**config.mk**
```make
export PLATFORM = sky130hd
export DESIGN_NAME = rv_immgen_stage
export DESIGN_NICKNAME = d
export VERILOG_FILES = /design/src/rtl/rv_immgen_stage.sv
export SDC_FILE = /design/constraint.sdc
export NUM_CORES = 1
export LEC_CHECK = 0
export BUFFER_PORTS_ARGS = -buffer_cell sky130_fd_sc_hd__buf_2
export CORE_MARGIN = 4
export CORE_UTILIZATION = 40
export CTS_BUF_LIST = sky130_fd_sc_hd__clkbuf_8
export DETAILED_ROUTE_END_ITERATION = 8
export PLACE_DENSITY = 0.62
export REMOVE_ABC_BUFFERS = 1
export SKIP_LAST_GASP = 1
export SYNTH_ARGS = -nofsm -noshare
export SYNTH_HDL_FRONTEND = slang
export SYNTH_SLANG_ARGS = --single-unit
```
**constraint.sdc**
```tcl
create_clock -name i_clk -period 2.2 [get_ports i_clk]
set_clock_uncertainty 0.2 [all_clocks]
set_input_delay 0.55 -clock i_clk [delete_from_list [all_inputs] [get_ports i_clk]]
set_output_delay 0.55 -clock i_clk [all_outputs]
set_load 0.02 [all_outputs]
```
**src/rtl/rv_immgen_stage.sv**
```systemverilog
// rv_immgen_stage: registered immediate generator for the decode path.
// Decodes one 32-bit instruction per handshake into an extended immediate,
// a format code and an illegal flag. A main register drives the outputs and
// a skid register absorbs one extra beat so that o_in_ready is a flop.
module rv_immgen_stage #(
  parameter int DW = 32
) (
  input  logic          i_clk,
  input  logic          i_rst_n,
  input  logic          i_flush,
  input  logic          i_in_valid,
  output logic          o_in_ready,
  input  logic [31:0]   i_in_instr,
  output logic          o_out_valid,
  input  logic          i_out_ready,
  output logic [DW-1:0] o_out_imm,
  output logic [2:0]    o_out_fmt,
  output logic          o_out_illegal
);

  localparam logic [2:0] FMT_NONE  = 3'd0;
  localparam logic [2:0] FMT_I     = 3'd1;
  localparam logic [2:0] FMT_S     = 3'd2;
  localparam logic [2:0] FMT_B     = 3'd3;
  localparam logic [2:0] FMT_U     = 3'd4;
  localparam logic [2:0] FMT_J     = 3'd5;
  localparam logic [2:0] FMT_SHAMT = 3'd6;
  localparam logic [2:0] FMT_CSRI  = 3'd7;

  localparam logic [6:0] OP_LOAD    = 7'b0000011;
  localparam logic [6:0] OP_MISCMEM = 7'b0001111;
  localparam logic [6:0] OP_IMM     = 7'b0010011;
  localparam logic [6:0] OP_AUIPC   = 7'b0010111;
  localparam logic [6:0] OP_IMM32   = 7'b0011011;
  localparam logic [6:0] OP_STORE   = 7'b0100011;
  localparam logic [6:0] OP_OP      = 7'b0110011;
  localparam logic [6:0] OP_LUI     = 7'b0110111;
  localparam logic [6:0] OP_OP32    = 7'b0111011;
  localparam logic [6:0] OP_BRANCH  = 7'b1100011;
  localparam logic [6:0] OP_JALR    = 7'b1100111;
  localparam logic [6:0] OP_JAL     = 7'b1101111;
  localparam logic [6:0] OP_SYSTEM  = 7'b1110011;

  localparam bit RV64 = (DW == 64);

  logic [6:0]    w_opcode;
  logic [2:0]    w_f3;
  logic [31:0]   w_val;
  logic          w_sext;
  logic [2:0]    w_fmt;
  logic          w_ill;
  logic [DW-1:0] w_imm;
  logic          w_push;
  logic          w_main_free;

  logic          r_main_valid;
  logic [DW-1:0] r_main_imm;
  logic [2:0]    r_main_fmt;
  logic          r_main_ill;
  logic          r_skid_valid;
  logic [DW-1:0] r_skid_imm;
  logic [2:0]    r_skid_fmt;
  logic          r_skid_ill;
  logic          r_in_ready;

  assign w_opcode = i_in_instr[6:0];
  assign w_f3     = i_in_instr[14:12];

  // Decode the offered instruction into a 32-bit value plus a widening mode.
  always_comb begin
    w_val  = '0;
    w_sext = 1'b0;
    w_fmt  = FMT_NONE;
    w_ill  = 1'b0;
    if (i_in_instr[1:0] != 2'b11) begin
      w_ill = 1'b1;
    end else begin
      case (w_opcode)
        OP_JALR, OP_LOAD: begin
          w_fmt  = FMT_I;
          w_val  = {{20{i_in_instr[31]}}, i_in_instr[31:20]};
          w_sext = 1'b1;
        end
        OP_IMM, OP_IMM32: begin
          if (w_opcode == OP_IMM32 && !RV64) begin
            w_ill = 1'b1;
          end else if (w_f3 == 3'b001 || w_f3 == 3'b101) begin
            w_fmt = FMT_SHAMT;
            if (w_opcode == OP_IMM && RV64) begin
              w_val = {26'd0, i_in_instr[25:20]};
            end else begin
              // Word shifts and RV32 shifts only have five shamt bits.
              w_val = {27'd0, i_in_instr[24:20]};
              w_ill = (w_opcode == OP_IMM) && i_in_instr[25];
            end
          end else begin
            w_fmt  = FMT_I;
            w_val  = {{20{i_in_instr[31]}}, i_in_instr[31:20]};
            w_sext = 1'b1;
          end
        end
        OP_STORE: begin
          w_fmt  = FMT_S;
          w_val  = {{20{i_in_instr[31]}}, i_in_instr[31:25], i_in_instr[11:7]};
          w_sext = 1'b1;
        end
        OP_BRANCH: begin
          w_fmt  = FMT_B;
          w_val  = {{19{i_in_instr[31]}}, i_in_instr[31], i_in_instr[7],
                    i_in_instr[30:25], i_in_instr[11:8], 1'b0};
          w_sext = 1'b1;
        end
        OP_LUI, OP_AUIPC: begin
          w_fmt  = FMT_U;
          w_val  = {i_in_instr[31:12], 12'd0};
          w_sext = 1'b1;
        end
        OP_JAL: begin
          w_fmt  = FMT_J;
          w_val  = {{11{i_in_instr[31]}}, i_in_instr[31], i_in_instr[19:12],
                    i_in_instr[20], i_in_instr[30:21], 1'b0};
          w_sext = 1'b1;
        end
        OP_SYSTEM: begin
          if (w_f3[2] && w_f3[1:0] != 2'b00) begin
            w_fmt = FMT_CSRI;
            w_val = {27'd0, i_in_instr[19:15]};
          end
        end
        OP_OP, OP_MISCMEM: begin
          w_fmt = FMT_NONE;
        end
        OP_OP32: begin
          w_ill = !RV64;
        end
        default: begin
          w_ill = 1'b1;
        end
      endcase
    end
  end

  assign w_imm       = w_sext ? DW'($signed(w_val)) : DW'(w_val);
  assign w_push      = i_in_valid && r_in_ready;
  assign w_main_free = !r_main_valid || i_out_ready;

  // Main/skid buffer: skid refills main first, so entries leave in order.
  always_ff @(posedge i_clk or negedge i_rst_n) begin
    if (!i_rst_n) begin
      r_main_valid <= 1'b0;
      r_main_imm   <= '0;
      r_main_fmt   <= FMT_NONE;
      r_main_ill   <= 1'b0;
      r_skid_valid <= 1'b0;
      r_skid_imm   <= '0;
      r_skid_fmt   <= FMT_NONE;
      r_skid_ill   <= 1'b0;
      r_in_ready   <= 1'b1;
    end else if (i_flush) begin
      r_main_valid <= 1'b0;
      r_skid_valid <= 1'b0;
      r_in_ready   <= 1'b1;
    end else if (w_main_free) begin
      if (r_skid_valid) begin
        // o_in_ready was low, so no new beat can collide with this move.
        r_main_valid <= 1'b1;
        r_main_imm   <= r_skid_imm;
        r_main_fmt   <= r_skid_fmt;
        r_main_ill   <= r_skid_ill;
        r_skid_valid <= 1'b0;
        r_in_ready   <= 1'b1;
      end else if (w_push) begin
        r_main_valid <= 1'b1;
        r_main_imm   <= w_imm;
        r_main_fmt   <= w_fmt;
        r_main_ill   <= w_ill;
      end else begin
        r_main_valid <= 1'b0;
      end
    end else if (w_push) begin
      r_skid_valid <= 1'b1;
      r_skid_imm   <= w_imm;
      r_skid_fmt   <= w_fmt;
      r_skid_ill   <= w_ill;
      r_in_ready   <= 1'b0;
    end
  end

  assign o_in_ready    = r_in_ready;
  assign o_out_valid   = r_main_valid;
  assign o_out_imm     = r_main_imm;
  assign o_out_fmt     = r_main_fmt;
  assign o_out_illegal = r_main_ill;

endmodule

```
==> results of run 1 <==
## synthesized netlist by cell type, types with 2 or more instances
master / count / area [um^2]
a211oi_1: 5 / 37.54
a211oi_2: 14 / 175.2
a21oi_1: 42 / 210.2
a222oi_1: 4 / 40.04
a31oi_1: 2 / 12.51
a41o_1: 2 / 20.02
and2_1: 2 / 12.51
buf_1: 2 / 7.510
buf_2: 11 / 55.05
buf_6: 2 / 22.52
clkbuf_1: 11 / 41.29
dfrtp_1: 74 / 1852
inv_1: 3 / 11.26
nand2_1: 51 / 191.4
nand2b_1: 3 / 18.77
nand3_1: 13 / 65.06
nand3b_1: 7 / 52.55
nand4_1: 2 / 12.51
nor2_1: 58 / 217.7
nor2b_1: 3 / 18.77
nor3_1: 2 / 10.01
nor3b_1: 19 / 142.6
nor4_4: 2 / 42.54
o211ai_1: 5 / 37.54
o21ai_0: 13 / 65.06
o22ai_1: 5 / 31.28
or2_2: 2 / 12.51
## worst max-delay path by stage
| stage | start | endpoint | slack [ps] | cells after the start |
|---|---|---|---|---|
| after detailed placement | i_in_instr[12] | o_out_imm[25] | -190 | 6 |
| final | o_in_ready | o_out_imm[15] | 220 | 6 |
| after global routing | o_out_valid | r_skid_imm[28] | 110 | 6 |
| after global placement | i_in_instr[13] | o_out_imm[28] | -70 | 6 |
| after floorplan | r_skid_valid | o_out_imm[28] | -2480 | 5 |
| after CTS | o_in_ready | o_out_imm[25] | 70 | 5 |
## final cells by class
class | instances | area [um^2] | area share
Tap cell | 108 | 135.1 | 0.03023
Timing Repair Buffer | 101 | 615.6 | 0.1377
Clock inverter | 6 | 65.06 | 0.01455
Sequential cell | 75 | 1878 | 0.4201
Multi-Input combinational cell | 277 | 1628 | 0.3641
Clock buffer | 10 | 137.6 | 0.03079
Inverter | 3 | 11.26 | 0.002519
## what timing repair did
| item | in CTS | in global routing |
|---|---|---|
| hold buffers | 1 | 0 |
| hold endpoints to repair | 22 | 0 |
| setup endpoints to repair | 0 | 2 |
| resized for setup | 0 | 1 |
## per-layer routing
layer	vias to the layer above	routed length [um]	global-route usage
met1	1607	4403	0.2612
met2	95	5135	0.3382
li1	1519	-	-
met3	17	412	0.02213
met5	-	0	0
met4	0	232	0.08167
## state kept, by name, summed over array words and instances (netlist names)
name,cells
o_out_imm,32
r_skid_imm,32
o_out_fmt,3
r_skid_fmt,3
o_in_ready,1
o_out_illegal,1
o_out_valid,1
r_skid_ill,1
r_skid_valid,1
## through the flow
stage	area, um^2	hold WS (ps)	power [mW]	setup slack (ps)
floorplan	3502	54.41	2.244	-2481
global placement	4250	250.7	2.575	-70.12
global route	4471	253.3	3.871	113.5
CTS	4463	231.5	3.710	72.72
finish	4471	239.3	3.687	217.4
detailed placement	4250	257.2	2.607	-191.4
## kinds of logic after synthesis
logic type / synth area share
mux: 0.002753
buf+inv: 0.03992
compound gates: 0.2030
simple gates: 0.2378
flops: 0.5165
## report_power, final
| group | switching (mW) | internal, mW | leakage [nW] |
|---|---|---|---|
| logic | 0.497 | 0.315 | 0.953 |
| registers | 0.142 | 1.62 | 0.934 |
| clock network | 0.557 | 0.555 | 0.0963 |
==> flow_summary.yaml, run 1 <==
global_route:
  track_usage: 0.1999
  grt_start_max_net_pins: 44
  antenna_found_initial: 0
  overflow: 0
  grt_pass1_vias: 3265
  grt_pass1_wl_mm: 16.59
timing:
  hold_viol: 0
  slew_headroom: 0.6920
  rsz0062_at_grt: "false"
  finalSetupViolCount: 0
  setup_tns_ps: 0
  fmaxAchievable_ghz: 0.5044
  drv_slew: 0
  fin_crit_ps: 1983
  fin_crit_sh: 0.9012
  worst_pin_slew_ps: 461.0
synthesis:
  ys_seq_area_frac: 0.5165
  synth_edf_count: 0
  yosys_warnings: 0
  synthesis.area_mm2: 0.003636
  netlist_instances: 382
  synth_cell_type_count: 50
  async_flop_share: 1.000
  synth_flop_cell: "dfrtp_1"
  ys_ff_latch: 75
  syn_area_per_cell_um2: 9.518
finish:
  final_common_cell: "dfrtp_1"
  synthToLayoutAreaGrowth_pct: 22.95
  final_cell_mix: "74 x dfrtp_1, 73 x buf_2, 57 x nor2_1"
  fin_util: 0.5101
  final_layout_size_suffix_gt1_frac: 0.3051
  fin_cells: 580
  num_antenna_cells: 0
  final_nets: 504
  fill_cells: 837
routing:
  num_vias: 3238
  drc: 0
  antenna_left: 0
  drt_iter0_markers: 171
  wl_per_cell_um: 17.56
  routed_wl_mm: 10.18
  dr.pass1.iters: 4
  vias_per_cell: 5.583
setup_path:
  reg2reg_depth: 6
  r2r_start: "o_in_ready"
  cp_cell_sequence: "a21oi_1 > nor3_2 > nand2b_1 > buf_4 > nor2_4 > a211oi_2"
  max_stage_delay_ps: 570
  regToRegSetupSlack_ps: 220
  crit_family: "simple AND/OR/NAND/NOR gates"
  r2r_end: "o_out_imm[15]"
  endpoint_kind: "flip-flop"
  crit_slowest_cell: "dfstp_2"
  cp_num_buf_inv: 1
  arrival_ps: 2010
  worstSetupPathType: "flip-flop to flip-flop"
  worstSetupStartpointType: "flip-flop"
  cp.required_ps: 2220
  critPathMaxFanout: 11
floorplanning:
  rows: 34
  die_h_um: 103.3
  die_w_um: 103.3
  die_area_mm2: 0.01068
  start_util: 0.4149
  io_pins: 75
  core-area_mm2: 0.008763
min_path:
  holdCritStartpoint: "i_flush"
  worstHoldPathType: "primary input to flip-flop"
  holdPathStages: 2
  min_to: "o_in_ready"
place:
  place_hpwl_mm: 7.045
  io_buffers: 74
  gp_congestion: 0.8235
  dp_cells: 563
clocking:
  cts_buffers: 9
  clk_path_buf_depth: 2
  clk_transition_reported_paths_ps: 80
  clock_latency_ps: 360
  cts_root_buffer: "clkbuf_8"
  htreeDepth: 3
  cts_tree: "built"
  postCtsSetupRepairBufs: 0
  clkSinkCount: 75
outcome:
  status: "finished, final reports clean"
pwr:
  p_leak_nw: 1.984
  vdd_drop_max_uv: 339.6
  power.density_mw_per_mm2: 824.8
run:
  max-cap-violations: 0
(Power assumes the default switching activity.)
==> inputs of run 2 (changes only) <==
REMOVE_ABC_BUFFERS = unset   (was 1)
==> flow_summary.yaml, run 2 (same netlist as run 1, synthesis figures left out) <==
outcome:
  status: "finished, final reports clean"
global_route:
  grt_pass1_vias: 3144
  overflow: 0
  antenna_found_initial: 0
  grt_start_max_net_pins: 40
  grt_pass1_wl_mm: 16.10
  track_usage: 0.1953
finish:
  final_common_cell: "dfrtp_1"
  num_antenna_cells: 0
  final_cell_mix: "74 x dfrtp_1, 73 x buf_2, 58 x nor2_1"
  synthToLayoutAreaGrowth_pct: 21.95
  final_layout_size_suffix_gt1_frac: 0.2955
  final_nets: 500
clocking:
  cts_buffers: 9
  cts_root_buffer: "clkbuf_8"
  clk_path_buf_depth: 2
  clk_transition_reported_paths_ps: 80
  cts_tree: "built"
  clkSinkCount: 75
  clock_latency_ps: 340
  cts_resized: 0
  htreeDepth: 3
timing:
  fin_crit_sh: 0.9311
  fin_crit_ps: 2049
  rsz0062_at_grt: "false"
  worst_hold_slack_ps: 261.1
  hold_viol: 0
  slew_headroom: 0.4893
  drv_slew: 0
  setup_ws_ps: 151.5
  finalSetupViolCount: 0
  fmaxAchievable_ghz: 0.4882
  worst_pin_slew_ps: 766.0
routing:
  dr.pass1.iters: 4
  drt_iter0_markers: 175
  num_vias: 3143
  vias_per_cell: 5.466
  routed_wl_mm: 10.02
  drc: 0
  wl_per_cell_um: 17.43
  antenna_left: 0
setup_path:
  cp_num_buf_inv: 0
  critPathMaxFanout: 11
  crit_family: "compound AO/OA/AOI/OAI gates"
  cp.required_ps: 2180
  worstSetupStartpointType: "flip-flop"
  max_stage_delay_ps: 590
  worstSetupPathType: "flip-flop to flip-flop"
  endpoint_kind: "flip-flop"
  cp_cell_sequence: "a21oi_1 > nor3_2 > nand2b_1 > a21oi_2 > a211oi_1"
  crit_slowest_cell: "a21oi_2"
  arrival_ps: 2030
run:
  max-cap-violations: 0
floorplanning:
  rows: 34
  core-area_mm2: 0.008763
  die_w_um: 103.3
  start_util: 0.4149
  io_pins: 75
  die_h_um: 103.3
  die_area_mm2: 0.01068
pwr:
  p_leak_nw: 1.973
  power.density_mw_per_mm2: 833.5
  vdd_drop_max_uv: 400.8
place:
  place_hpwl_mm: 6.963
  pre_cts_slack_ps: -112.3
  io_buffers: 74
  gp_congestion: 0.9052
min_path:
  worstHoldPathType: "primary input to flip-flop"
synthesis:
  syn_nets: 419
-- run 2: cell count changes in the layout (fill, tap and decap cells not counted), sizes merged --
cell and change:
buf -4, bufinv +1, clkbuf -1, inv -1, clkinvlp -3, clkinv +3
-- run 2: where the power goes --
group | internal [mW] | switching (mW) | total, mW
combinational | 0.312 | 0.490 | 0.802
clock | 0.627 | 0.511 | 1.14
sequential | 1.62 | 0.134 | 1.76
total | 2.56 | 1.14 | 3.70
-- run 2: final timing paths --
| kind | endpoint | slack (ps) | start | depth (start not counted) |
|---|---|---|---|---|
| hold / removal | r_skid_imm[6] | 260 | i_in_instr[26] | 3 |
| max in group asynchronous | o_out_valid | 740 | i_rst_n | 3 |
| min in group asynchronous | r_skid_valid | 490 | i_rst_n | 2 |
| setup reg to reg | o_out_imm[23] | 150 | o_in_ready | 5 |
| hold reg to reg | r_skid_imm[8] | 270 | r_skid_imm[8] | 2 |
| setup / recovery | o_out_imm[23] | 150 | o_in_ready | 5 |
-- run 2: cell type report --
type	instances	area [um^2]
Clock buffer	9	123.9
Clock inverter	6	82.58
Fill cell	862	4329
Inverter	3	11.26
Multi-Input combinational cell	277	1618
Sequential cell	75	1878
Tap cell	108	135.1
Timing Repair Buffer	97	585.6
-- run 2: worst register-to-register path, delay by kind of cell, from the launching register on --
| kind | cells | cell delay (ps) |
|---|---|---|
| DFF | 1 | 570 |
| and+or+nand+nor | 2 | 270 |
| AOI/OAI and AO/OA | 3 | 860 |
-- run 2: through the flow --
step / power [mW] / util / cells / area [um^2] / setup TNS (ps)
2_1_floorplan: 2.263 / - / 382 / 3636 / 0
4_1_cts: 3.725 / 0.5060 / 575 / 4434 / 0
3_5_place_dp: 2.591 / 0.4813 / 559 / 4218 / -1449
3_3_place_gp: 2.570 / 0.4813 / 559 / 4218 / -930.6
6_report: 3.696 / 0.5060 / 575 / 4434 / 0
5_1_grt: 3.888 / 0.5060 / 575 / 4434 / 0
-- run 2: layer usage --
layer / track usage / wire [um] / part of all wire / vias up
met5: 0 / 0 / 0 / -
met4: 0.06773 / 90 / 0.0090 / 0
met3: 0.03622 / 519 / 0.052 / 6
met2: 0.2936 / 4628 / 0.46 / 89
met1: 0.2831 / 4783 / 0.48 / 1533
li1: - / - / - / 1515
-- run 2: what timing repair did --
action | in CTS | in global routing
hold buffers | 1 | 0
hold endpoints to repair | 26 | 0
buffers inserted | 0 | 0
